==> config.mk <==
export PLATFORM = sky130hd
export DESIGN_NAME = fp_mul_serial_param
export DESIGN_NICKNAME = d
export VERILOG_FILES = /design/src/rtl/fp_mul_serial_param.sv
export SDC_FILE = /design/constraint.sdc
export NUM_CORES = 2
export LEC_CHECK = 0
export CORE_MARGIN = 2
export CORE_UTILIZATION = 34
export DETAILED_ROUTE_END_ITERATION = 12
export MAX_ROUTING_LAYER = met4
export SYNTH_ARGS = -nofsm -noshare
export SYNTH_HDL_FRONTEND = slang
export SYNTH_SLANG_ARGS = --single-unit
==> constraint.sdc <==
create_clock -name i_clk -period 23.3 [get_ports i_clk]
set_input_delay 4.66 -clock i_clk [delete_from_list [all_inputs] [get_ports i_clk]]
set_output_delay 4.66 -clock i_clk [all_outputs]
set_load 0.01 [all_outputs]
==> src/rtl/fp_mul_serial_param.sv <==
`default_nettype none
// +--------------------------------------------------------------------------+
// | fp_mul_serial_param: bus-serial IEEE-754 multiplier with an iterative     |
// | mantissa multiplier and RNE. FPMUL_FLAGS_EN adds o_flags {inv,ovf,unf,inx}|
// | Revision: 1.0                                                            |
// +--------------------------------------------------------------------------+
module fp_mul_serial_param #(
  parameter int EXP_W   = 11,
  parameter int MAN_W   = 52,
  parameter int BUS_W   = 8,
  parameter int MUL_CYC = 5
) (
  input  logic             i_clk,
  input  logic             i_rst,
  input  logic             i_enable,
  input  logic [BUS_W-1:0] i_data_in,
  output logic             o_busy,
  output logic [BUS_W-1:0] o_data_out,
  output logic             o_ready
`ifdef FPMUL_FLAGS_EN
  ,
  output logic [3:0]       o_flags
`endif
);

  localparam int c_w     = 1 + EXP_W + MAN_W;
  localparam int c_m     = MAN_W + 1;
  localparam int c_k     = (c_m + MUL_CYC - 1) / MUL_CYC;
  localparam int c_kt    = c_k * MUL_CYC;
  localparam int c_pw    = 2 * c_m;
  localparam int c_ew    = EXP_W + 2;
  localparam int c_n_in  = 2 * c_w / BUS_W;
  localparam int c_n_out = c_w / BUS_W;
  localparam int c_cnt_w = $clog2(c_n_in + MUL_CYC + 1);

  localparam logic [c_cnt_w-1:0] c_last_in  = c_cnt_w'(c_n_in - 1);
  localparam logic [c_cnt_w-1:0] c_last_mul = c_cnt_w'(MUL_CYC - 1);
  localparam logic [c_cnt_w-1:0] c_out_end  = c_cnt_w'(c_n_out);
  localparam logic [c_ew-1:0]    c_bias     = c_ew'((2 ** (EXP_W - 1)) - 1);
  localparam logic [c_ew-1:0]    c_exp_max  = c_ew'((2 ** EXP_W) - 1);
  localparam logic [c_w-1:0]     c_qnan     = {1'b0, {EXP_W{1'b1}}, 1'b1, {(MAN_W-1){1'b0}}};

  localparam logic [1:0] c_sp_none = 2'd0;
  localparam logic [1:0] c_sp_nan  = 2'd1;
  localparam logic [1:0] c_sp_inf  = 2'd2;
  localparam logic [1:0] c_sp_zero = 2'd3;

  typedef enum logic [2:0] {
    S_IDLE = 3'd0, S_LOAD = 3'd1, S_MUL = 3'd2, S_NORM = 3'd3, S_RND = 3'd4, S_OUT = 3'd5
  } state_t;

  state_t               r_state;
  logic [c_cnt_w-1:0]   r_cnt;
  logic [2*c_w-1:0]     r_in;
  logic [c_kt-1:0]      r_mb;
  logic [c_pw-1:0]      r_acc;
  logic                 r_sign;
  logic [1:0]           r_spec;
  logic [c_ew-1:0]      r_exp;
  logic [c_pw-1:0]      r_sig;
  logic [c_w-1:0]       r_res;
  logic                 r_busy;
  logic                 r_ready;
  logic [BUS_W-1:0]     r_dout;

  // Operand A occupies the low half of r_in, B the high half (LSB beat first).
  logic [2*c_w-1:0]     w_in_next;
  logic [EXP_W-1:0]     w_ea, w_eb;
  logic [MAN_W-1:0]     w_fa, w_fb;
  logic                 w_sa, w_sb;
  logic [c_m-1:0]       w_ma;
  logic [c_kt-1:0]      w_mb_load;
  logic [c_k-1:0]       w_chunk;
  logic [c_m+c_k-1:0]   w_pp;

  assign w_in_next = {i_data_in, r_in[2*c_w-1:BUS_W]};
  assign w_sa      = r_in[c_w-1];
  assign w_ea      = r_in[c_w-2 -: EXP_W];
  assign w_fa      = r_in[MAN_W-1:0];
  assign w_sb      = r_in[2*c_w-1];
  assign w_eb      = r_in[2*c_w-2 -: EXP_W];
  assign w_fb      = r_in[c_w+MAN_W-1:c_w];
  assign w_ma      = {1'b1, w_fa};
  assign w_mb_load = c_kt'({1'b1, w_in_next[c_w+MAN_W-1:c_w]});
  assign w_chunk   = r_mb[c_kt-1 -: c_k];
  assign w_pp      = (c_m+c_k)'(w_ma) * (c_m+c_k)'(w_chunk);

  logic w_a_ones, w_b_ones, w_a_zero, w_b_zero, w_a_nan, w_b_nan, w_a_inf, w_b_inf;
  logic w_nan, w_msb;
  logic [1:0]        w_spec;
  logic [c_ew-1:0]   w_exp_n;
  logic [c_pw-1:0]   w_sig_n;

  assign w_a_ones = &w_ea;
  assign w_b_ones = &w_eb;
  assign w_a_zero = ~|w_ea;
  assign w_b_zero = ~|w_eb;
  assign w_a_nan  = w_a_ones & (|w_fa);
  assign w_b_nan  = w_b_ones & (|w_fb);
  assign w_a_inf  = w_a_ones & ~(|w_fa);
  assign w_b_inf  = w_b_ones & ~(|w_fb);
  assign w_nan    = w_a_nan | w_b_nan | (w_a_inf & w_b_zero) | (w_b_inf & w_a_zero);
  assign w_spec   = w_nan ? c_sp_nan :
                    (w_a_inf | w_b_inf) ? c_sp_inf :
                    (w_a_zero | w_b_zero) ? c_sp_zero : c_sp_none;
  assign w_msb    = r_acc[c_pw-1];
  assign w_exp_n  = c_ew'(w_ea) + c_ew'(w_eb) - c_bias + c_ew'(w_msb);
  // Normalised significand keeps its leading one at the top bit.
  assign w_sig_n  = w_msb ? r_acc : (r_acc << 1);

  logic [MAN_W-1:0]  w_frac;
  logic              w_g, w_r, w_s, w_up, w_ovf, w_unf;
  logic [MAN_W:0]    w_frac_r;
  logic [c_ew-1:0]   w_exp_f;
  logic [c_w-1:0]    w_res;

  assign w_frac   = r_sig[c_pw-2:c_m];
  assign w_g      = r_sig[c_m-1];
  assign w_r      = r_sig[c_m-2];
  assign w_s      = |r_sig[c_m-3:0];
  assign w_up     = w_g & (w_r | w_s | w_frac[0]);
  assign w_frac_r = {1'b0, w_frac} + (MAN_W+1)'(w_up);
  assign w_exp_f  = r_exp + c_ew'(w_frac_r[MAN_W]);
  assign w_ovf    = ~w_exp_f[c_ew-1] & (w_exp_f >= c_exp_max);
  assign w_unf    = w_exp_f[c_ew-1] | (w_exp_f == '0);

  always_comb begin
    w_res = {r_sign, w_exp_f[EXP_W-1:0], w_frac_r[MAN_W-1:0]};
    if (r_spec == c_sp_nan)
      w_res = c_qnan;
    else if ((r_spec == c_sp_inf) || ((r_spec == c_sp_none) && w_ovf))
      w_res = {r_sign, {EXP_W{1'b1}}, {MAN_W{1'b0}}};
    else if ((r_spec == c_sp_zero) || ((r_spec == c_sp_none) && w_unf))
      w_res = {r_sign, {(c_w-1){1'b0}}};
  end

`ifdef FPMUL_FLAGS_EN
  logic [3:0] r_flags;
  logic [3:0] w_flags;
  assign w_flags = {r_spec == c_sp_nan,
                    (r_spec == c_sp_none) & w_ovf,
                    (r_spec == c_sp_none) & w_unf,
                    (r_spec == c_sp_none) & (w_ovf | w_unf | w_g | w_r | w_s)};
  assign o_flags = r_flags;
`endif

  always_ff @(posedge i_clk or posedge i_rst) begin
    if (i_rst) begin
      r_state <= S_IDLE;
      r_cnt   <= '0;
      r_in    <= '0;
      r_mb    <= '0;
      r_acc   <= '0;
      r_sign  <= 1'b0;
      r_spec  <= c_sp_none;
      r_exp   <= '0;
      r_sig   <= '0;
      r_res   <= '0;
      r_busy  <= 1'b0;
      r_ready <= 1'b0;
      r_dout  <= '0;
`ifdef FPMUL_FLAGS_EN
      r_flags <= '0;
`endif
    end else begin
      case (r_state)
        S_IDLE, S_LOAD: begin
          if (i_enable && !r_busy) begin
            r_in <= w_in_next;
            if (r_cnt == c_last_in) begin
              r_state <= S_MUL;
              r_cnt   <= '0;
              r_busy  <= 1'b1;
              r_acc   <= '0;
              r_mb    <= w_mb_load;
            end else begin
              r_state <= S_LOAD;
              r_cnt   <= r_cnt + c_cnt_w'(1);
            end
          end
        end
        S_MUL: begin
          // Most-significant multiplier chunk first; the running sum shifts up.
          r_acc <= (r_acc << c_k) + c_pw'(w_pp);
          r_mb  <= r_mb << c_k;
          if (r_cnt == c_last_mul) begin
            r_state <= S_NORM;
            r_cnt   <= '0;
          end else begin
            r_cnt <= r_cnt + c_cnt_w'(1);
          end
        end
        S_NORM: begin
          r_sign  <= w_sa ^ w_sb;
          r_spec  <= w_spec;
          r_exp   <= w_exp_n;
          r_sig   <= w_sig_n;
          r_state <= S_RND;
        end
        S_RND: begin
          r_res   <= w_res;
`ifdef FPMUL_FLAGS_EN
          r_flags <= w_flags;
`endif
          r_state <= S_OUT;
        end
        S_OUT: begin
          if (r_cnt == c_out_end) begin
            r_ready <= 1'b0;
            r_busy  <= 1'b0;
            r_cnt   <= '0;
            r_state <= S_IDLE;
          end else begin
            r_ready <= 1'b1;
            r_dout  <= r_res[BUS_W-1:0];
            r_res   <= r_res >> BUS_W;
            r_cnt   <= r_cnt + c_cnt_w'(1);
          end
        end
        default: r_state <= S_IDLE;
      endcase
    end
  end

  assign o_busy     = r_busy;
  assign o_ready    = r_ready;
  assign o_data_out = r_dout;

endmodule
`default_nettype wire
Yosys cells after proc, flatten, opt, wreduce, memory -nomap -nowiden. Index checks and enable logic that the tools add are counted.

Flip-flop bits (word level): 492. Bits in latches: 0. Memory bits (writable): 0. Bits in read-only memories: 0. Input bits: 11. Output and inout bits: 10. Word-level logic and storage cells: 119. Memories kept: 0.

Add/subtract/negate cells: 7. Multipliers: 1. Divide/modulo/power cells: 0. $lt $le $gt $ge: 1. Equality and inequality tests: 16. Shift operators: 0. Multiplexer cells: 30. Bitwise gates (word level): 21. Reduce and logical (&&, ||, !) cells: 30.

Operator list (count): 106-bit two-way mux (2); 106-bit one-hot mux with 2 select lines (1); 64-bit two-way mux (2); 64-bit one-hot mux with 2 select lines (1); 63-bit two-way mux (2); 55-bit two-way mux (2); 55-bit one-hot mux with 2 select lines (1); 106-bit by 64-bit adder with 106-bit output (1); 105-bit two-way mux (1); 52-bit OR reduction (2); 53-bit by 11-bit multiplier with 64-bit output (1); 52-bit by 1-bit adder with 53-bit output (1); 51-bit OR reduction (1); 13-bit by 1-bit adder with 13-bit output (2); 11-bit AND reduction (2); 11-bit OR reduction (2); 5-bit two-way mux (4); 3-bit one-hot mux with 5 select lines (1); 5-bit one-hot mux with 3 select lines (1); 13-bit by 11-bit >= comparator with 1-bit output, second input constant (1); 13-bit zero test (1); 12-bit by 10-bit subtractor with 13-bit output, second input constant (1); 11-bit by 11-bit adder with 12-bit output (1); 5-bit by 4-bit equality test with 1-bit output, second input constant (2); other kinds (27) (70).

Depth between registers and ports, before layout.
Depth in word-level cells: 14. Depth in mapped cells: 26. Mapped depth without buffers: 22.

Least setup slack after synthesis. OpenSTA, ideal clock, no wires.

Path type: flip-flop to flip-flop. From: reg r_mb[51]. To: reg r_acc[74]. Library setup time: 0.133 ns. Data arrival time: 6.397 ns. Data required time: 23.167 ns. Slack: 16.770 ns. Stages on the path, launching flop included: 24. Buffers on the path: 3. Period minus slack after synthesis: 6.530 ns. Cells stage by stage: dfrtp_1 clkbuf_1 clkbuf_1 nand2_1 fa_1 inv_1 fa_1 fa_1 fa_1 inv_1 fa_1 inv_1 ha_1 a2111o_1 or3b_1 o22ai_2 o21a_4 a2111oi_1 or4_4 o2111ai_4 buf_4 a21boi_0 xnor2_1 o21ai_0.

Longest elaborated chain between the ends: 3.

Ends and longest elaborated chain: from (decl) (RTL line 55) `logic [c_kt-1:0] r_mb;`; from (signal assigned) (RTL line 175) `r_mb <= w_mb_load;`; from (signal assigned) (RTL line 185) `r_mb <= r_mb << c_k;`; 53-bit by 11-bit multiplier with 64-bit output (RTL line 86) `assign w_pp = (c_m+c_k)'(w_ma) * (c_m+c_k)'(w_chunk);`; 106-bit by 64-bit adder with 106-bit output (RTL line 184) `r_acc <= (r_acc << c_k) + c_pw'(w_pp);`; 106-bit one-hot mux with 2 select lines (RTL line 166) `case (r_state)`; to (signal assigned) (RTL line 184); to (decl) (RTL line 56) `logic [c_pw-1:0] r_acc;`.

No other way between the ends. A chain may end at the register's enable or synchronous reset.

Worst setup path in the final report.
From: reg r_mb[51]. To: reg r_acc[105].

The elaborated chain is that of the path after synthesis.

==> flow_summary.json <==
{
  "synth_cells": 4674,
  "maxCapViolCount": 0,
  "wl_um": 115000,
  "period_minus_slack_ns": 7.96,
  "worstSetupStartpointType": "register",
  "dr_wl_met2_um": 54200,
  "syn_to_final_growth_pct": 8.15,
  "worst_ep_required_time_ns": 23.81,
  "io_pins": 21,
  "grt_pass1_wl_um": 188000,
  "grt_antenna_before_repair": 2,
  "worst_slew_pin_slew_ns": 1.14,
  "yosysUniqueCellTypes": 74,
  "yosys.area_share.simple_pct": 16.0,
  "fin_cells": 6194,
  "cts_tree": "built",
  "die_area_sq_mm": 0.129,
  "drt-met1-wl_um": 52500,
  "syn_area_sq_mm": 0.0428,
  "synth_compound_area_share_pct": 9.37,
  "muxShareOfSynthArea_pct": 6.10,
  "grt_max_degree": 242,
  "fin_crit_sh_pct": 34.2,
  "ys_top_cells_by_count": "nand2_1 (816), inv_1 (675), fa_1 (513)",
  "final-hold-violation-count": 0,
  "synth_top_family_by_area": "adder cells",
  "cts_buffer_depth": 3,
  "synth-seq-cells": 492,
  "clkLatencyLatePin_ns": 0.67,
  "first_pass_iters": 5,
  "path_class": "reg -> reg",
  "reg2reg_depth": 22,
  "grt_usage_pct": 18.9,
  "yosysMostFrequentCell": "nand2_1",
  "placedCellCount": 6091,
  "reg2reg_setup_slack_ns": 15.34,
  "synth-main-ff-cell": "dfrtp_1",
  "layout-drive-gt1-share_pct": 6.49,
  "synth-edff-count": 0,
  "max_freq_mhz": 126,
  "ant_nets": 0,
  "yosysTopAreaCell": "dfrtp_1",
  "clock_skew_ns": 0.0661,
  "vias": 31500,
  "cts-buffers-inserted": 55,
  "routedWlPerCell_um": 18.6,
  "hold_path_class": "reg -> reg",
  "critical_path_arrival_ns": 8.48,
  "portBuffers": 20,
  "cp-end-kind": "register",
  "status": "finished, final reports clean",
  "max_slew_margin_pct": 23.1,
  "synth-warning-count": 0,
  "dr.max_layer_used": "met4",
  "core_area_sq_mm": 0.125,
  "slew_viol_final": 0,
  "cts_setup_buffers": 0,
  "overflow": 0,
  "cts_resized": 0,
  "startpoint": "r_mb[51]$_DFFE_PP0P_",
  "die_w_um": 359,
  "synth_xor_area_share_pct": 3.21,
  "crit_path_max_fanout": 40,
  "r2r_end": "r_acc[105]$_DFFE_PP0P_",
  "synthAdderAreaFrac_pct": 28.1,
  "rsz0062_at_grt": "false",
  "place_congestion": 0.923,
  "dr_wl_met3_um": 5200,
  "start_util_pct": 34.2,
  "routed_via_density": 5.09,
  "syn-num-nets": 5337,
  "grt_pass1_vias": 32900,
  "yosysTopAreaCellShare_pct": 28.8,
  "fin_ws_ns": 15.34,
  "cts_root_buffer": "clkbuf_16",
  "synthTopCellsByArea": "dfrtp_1 (29%), fa_1 (24%), nand2_1 (7.2%)",
  "hpwlAfterDp_um": 84200,
  "synth_area_per_cell_sq_um": 9.16,
  "yosysSeqAreaShare_pct": 28.8,
  "drt_first_iter_violations": 2297,
  "async_flop_share_pct": 100,
  "rows": 130,
  "setup_viol": 0,
  "dp_worst_setup_slack_ns": 14.90,
  "drc": 0,
  "htreeDepth": 2,
  "cts_sinks": 492,
  "die_height_um": 359,
  "hold_buffers": 0,
  "endpoint": "r_acc[105]$_DFFE_PP0P_",
  "reg2reg_from": "r_mb[51]$_DFFE_PP0P_",
  "setup_tns_ns": 0,
  "cts.clk_slew.worst_paths_ns": 0.06,
  "final_util_pct": 37.0,
  "nNetsFinal": 5161
}
worst max-delay path: stages (launching register included):
cell      delay (ns)
dfrtp_2         0.57
buf_4           0.59
nand2_1         0.17
fa_1            0.57
inv_1           0.05
fa_1            0.49
fa_1            0.53
fa_1            0.55
inv_1           0.06
fa_1            0.55
inv_1           0.05
ha_1            0.39
nand2_1         0.07
o21ai_0         0.29
o31ai_1         0.13
nand2_1         0.13
a311oi_1        0.11
buf_4           0.18
o41ai_1         1.01
a211oi_2        0.51
nor4b_1         0.48
xnor2_1         0.16
o22ai_1         0.11
metal layers:
metal / vias to the layer above / global-route usage (%)
li1: 14600 / -
met1: 16000 / 25.6
met2: 727 / 30.3
met3: 155 / 1.94
met4: 0 / 5.12
met5: - / -
flip-flops by register name, indices dropped and copies added, names as in the netlist:
| signal | cells |
|---|---|
| r_sign | 1 |
| r_mb | 55 |
| r_cnt | 5 |
| r_state | 3 |
| r_exp | 13 |
| r_spec | 2 |
| r_in | 128 |
| o_data_out | 8 |
| r_acc | 106 |
| r_sig | 105 |
| r_res | 64 |
| o_busy | 1 |
| o_ready | 1 |
placed cells by master, fill, tap and decap left out, types with 9 or more instances in the layout:
| cell | count |
|---|---|
| a21boi_0 | 9 |
| a21o_1 | 40 |
| a21oi_1 | 108 |
| a221oi_1 | 55 |
| a31oi_1 | 49 |
| and2_1 | 186 |
| and3_1 | 22 |
| buf_4 | 36 |
| clkbuf_1 | 13 |
| clkbuf_16 | 55 |
| clkbuf_8 | 10 |
| clkdlybuf4s50_1 | 20 |
| clkinv_2 | 9 |
| dfrtp_1 | 484 |
| fa_1 | 513 |
| ha_1 | 139 |
| inv_1 | 673 |
| mux2_2 | 136 |
| mux2i_1 | 108 |
| nand2_1 | 816 |
| nand3_1 | 81 |
| nand4_1 | 49 |
| nor2_1 | 225 |
| nor2b_1 | 9 |
| nor3_1 | 30 |
| nor4_1 | 56 |
| o21a_1 | 11 |
| o21ai_0 | 227 |
| o21bai_1 | 13 |
| o22ai_1 | 48 |
| o31ai_1 | 15 |
| xnor2_1 | 108 |
| xor2_1 | 49 |
cell type report:
class	count	area [sq um]
antenna	1	2.50
inverter	675	2540
timing repair buffer	57	490
clock buffer	78	1560
fill	12700	79000
multi-input combinational	3217	26900
clock inverter	24	408
tap	1650	2060
sequential	492	12300
worst min-delay path by stage:
stage                         from             endpoint  slack [ns]  cells after the start
2_1_floorplan  r_mb[0]$_DFFE_PP0P_  r_mb[0]$_DFFE_PP0P_        0.44                      2
4_1_cts        r_mb[4]$_DFFE_PP0P_  r_mb[4]$_DFFE_PP0P_        0.47                      2
5_1_grt        r_mb[3]$_DFFE_PP0P_  r_mb[3]$_DFFE_PP0P_        0.49                      2
3_5_place_dp   r_mb[4]$_DFFE_PP0P_  r_mb[4]$_DFFE_PP0P_        0.46                      2
6_report       r_mb[4]$_DFFE_PP0P_  r_mb[4]$_DFFE_PP0P_        0.47                      2
3_3_place_gp   r_mb[7]$_DFFE_PP0P_  r_mb[7]$_DFFE_PP0P_        0.45                      2
through the flow:
stage / cell area (sq um) / hold slack, ns
4_1_cts: 46300 / 0.469
2_1_floorplan: 42800 / 0.439
3_5_place_dp: 44300 / 0.455
3_3_place_gp: 44300 / 0.452
6_report: 46300 / 0.465
5_1_grt: 46300 / 0.491
cell families (layout without fill, tap and decap cells):
family          after synthesis  in the layout
mux                         244            244
other cells                   0              1
fa+ha+maj                   652            652
compound gates              641            641
simple gates               1523           1523
flops                       492            492
buf+inv                     965            834
xor+xnor                    157            157
Power is left out: the tool's default activity adds up to more than one toggle a clock period on the data nets, which glitch-free logic cannot reach.
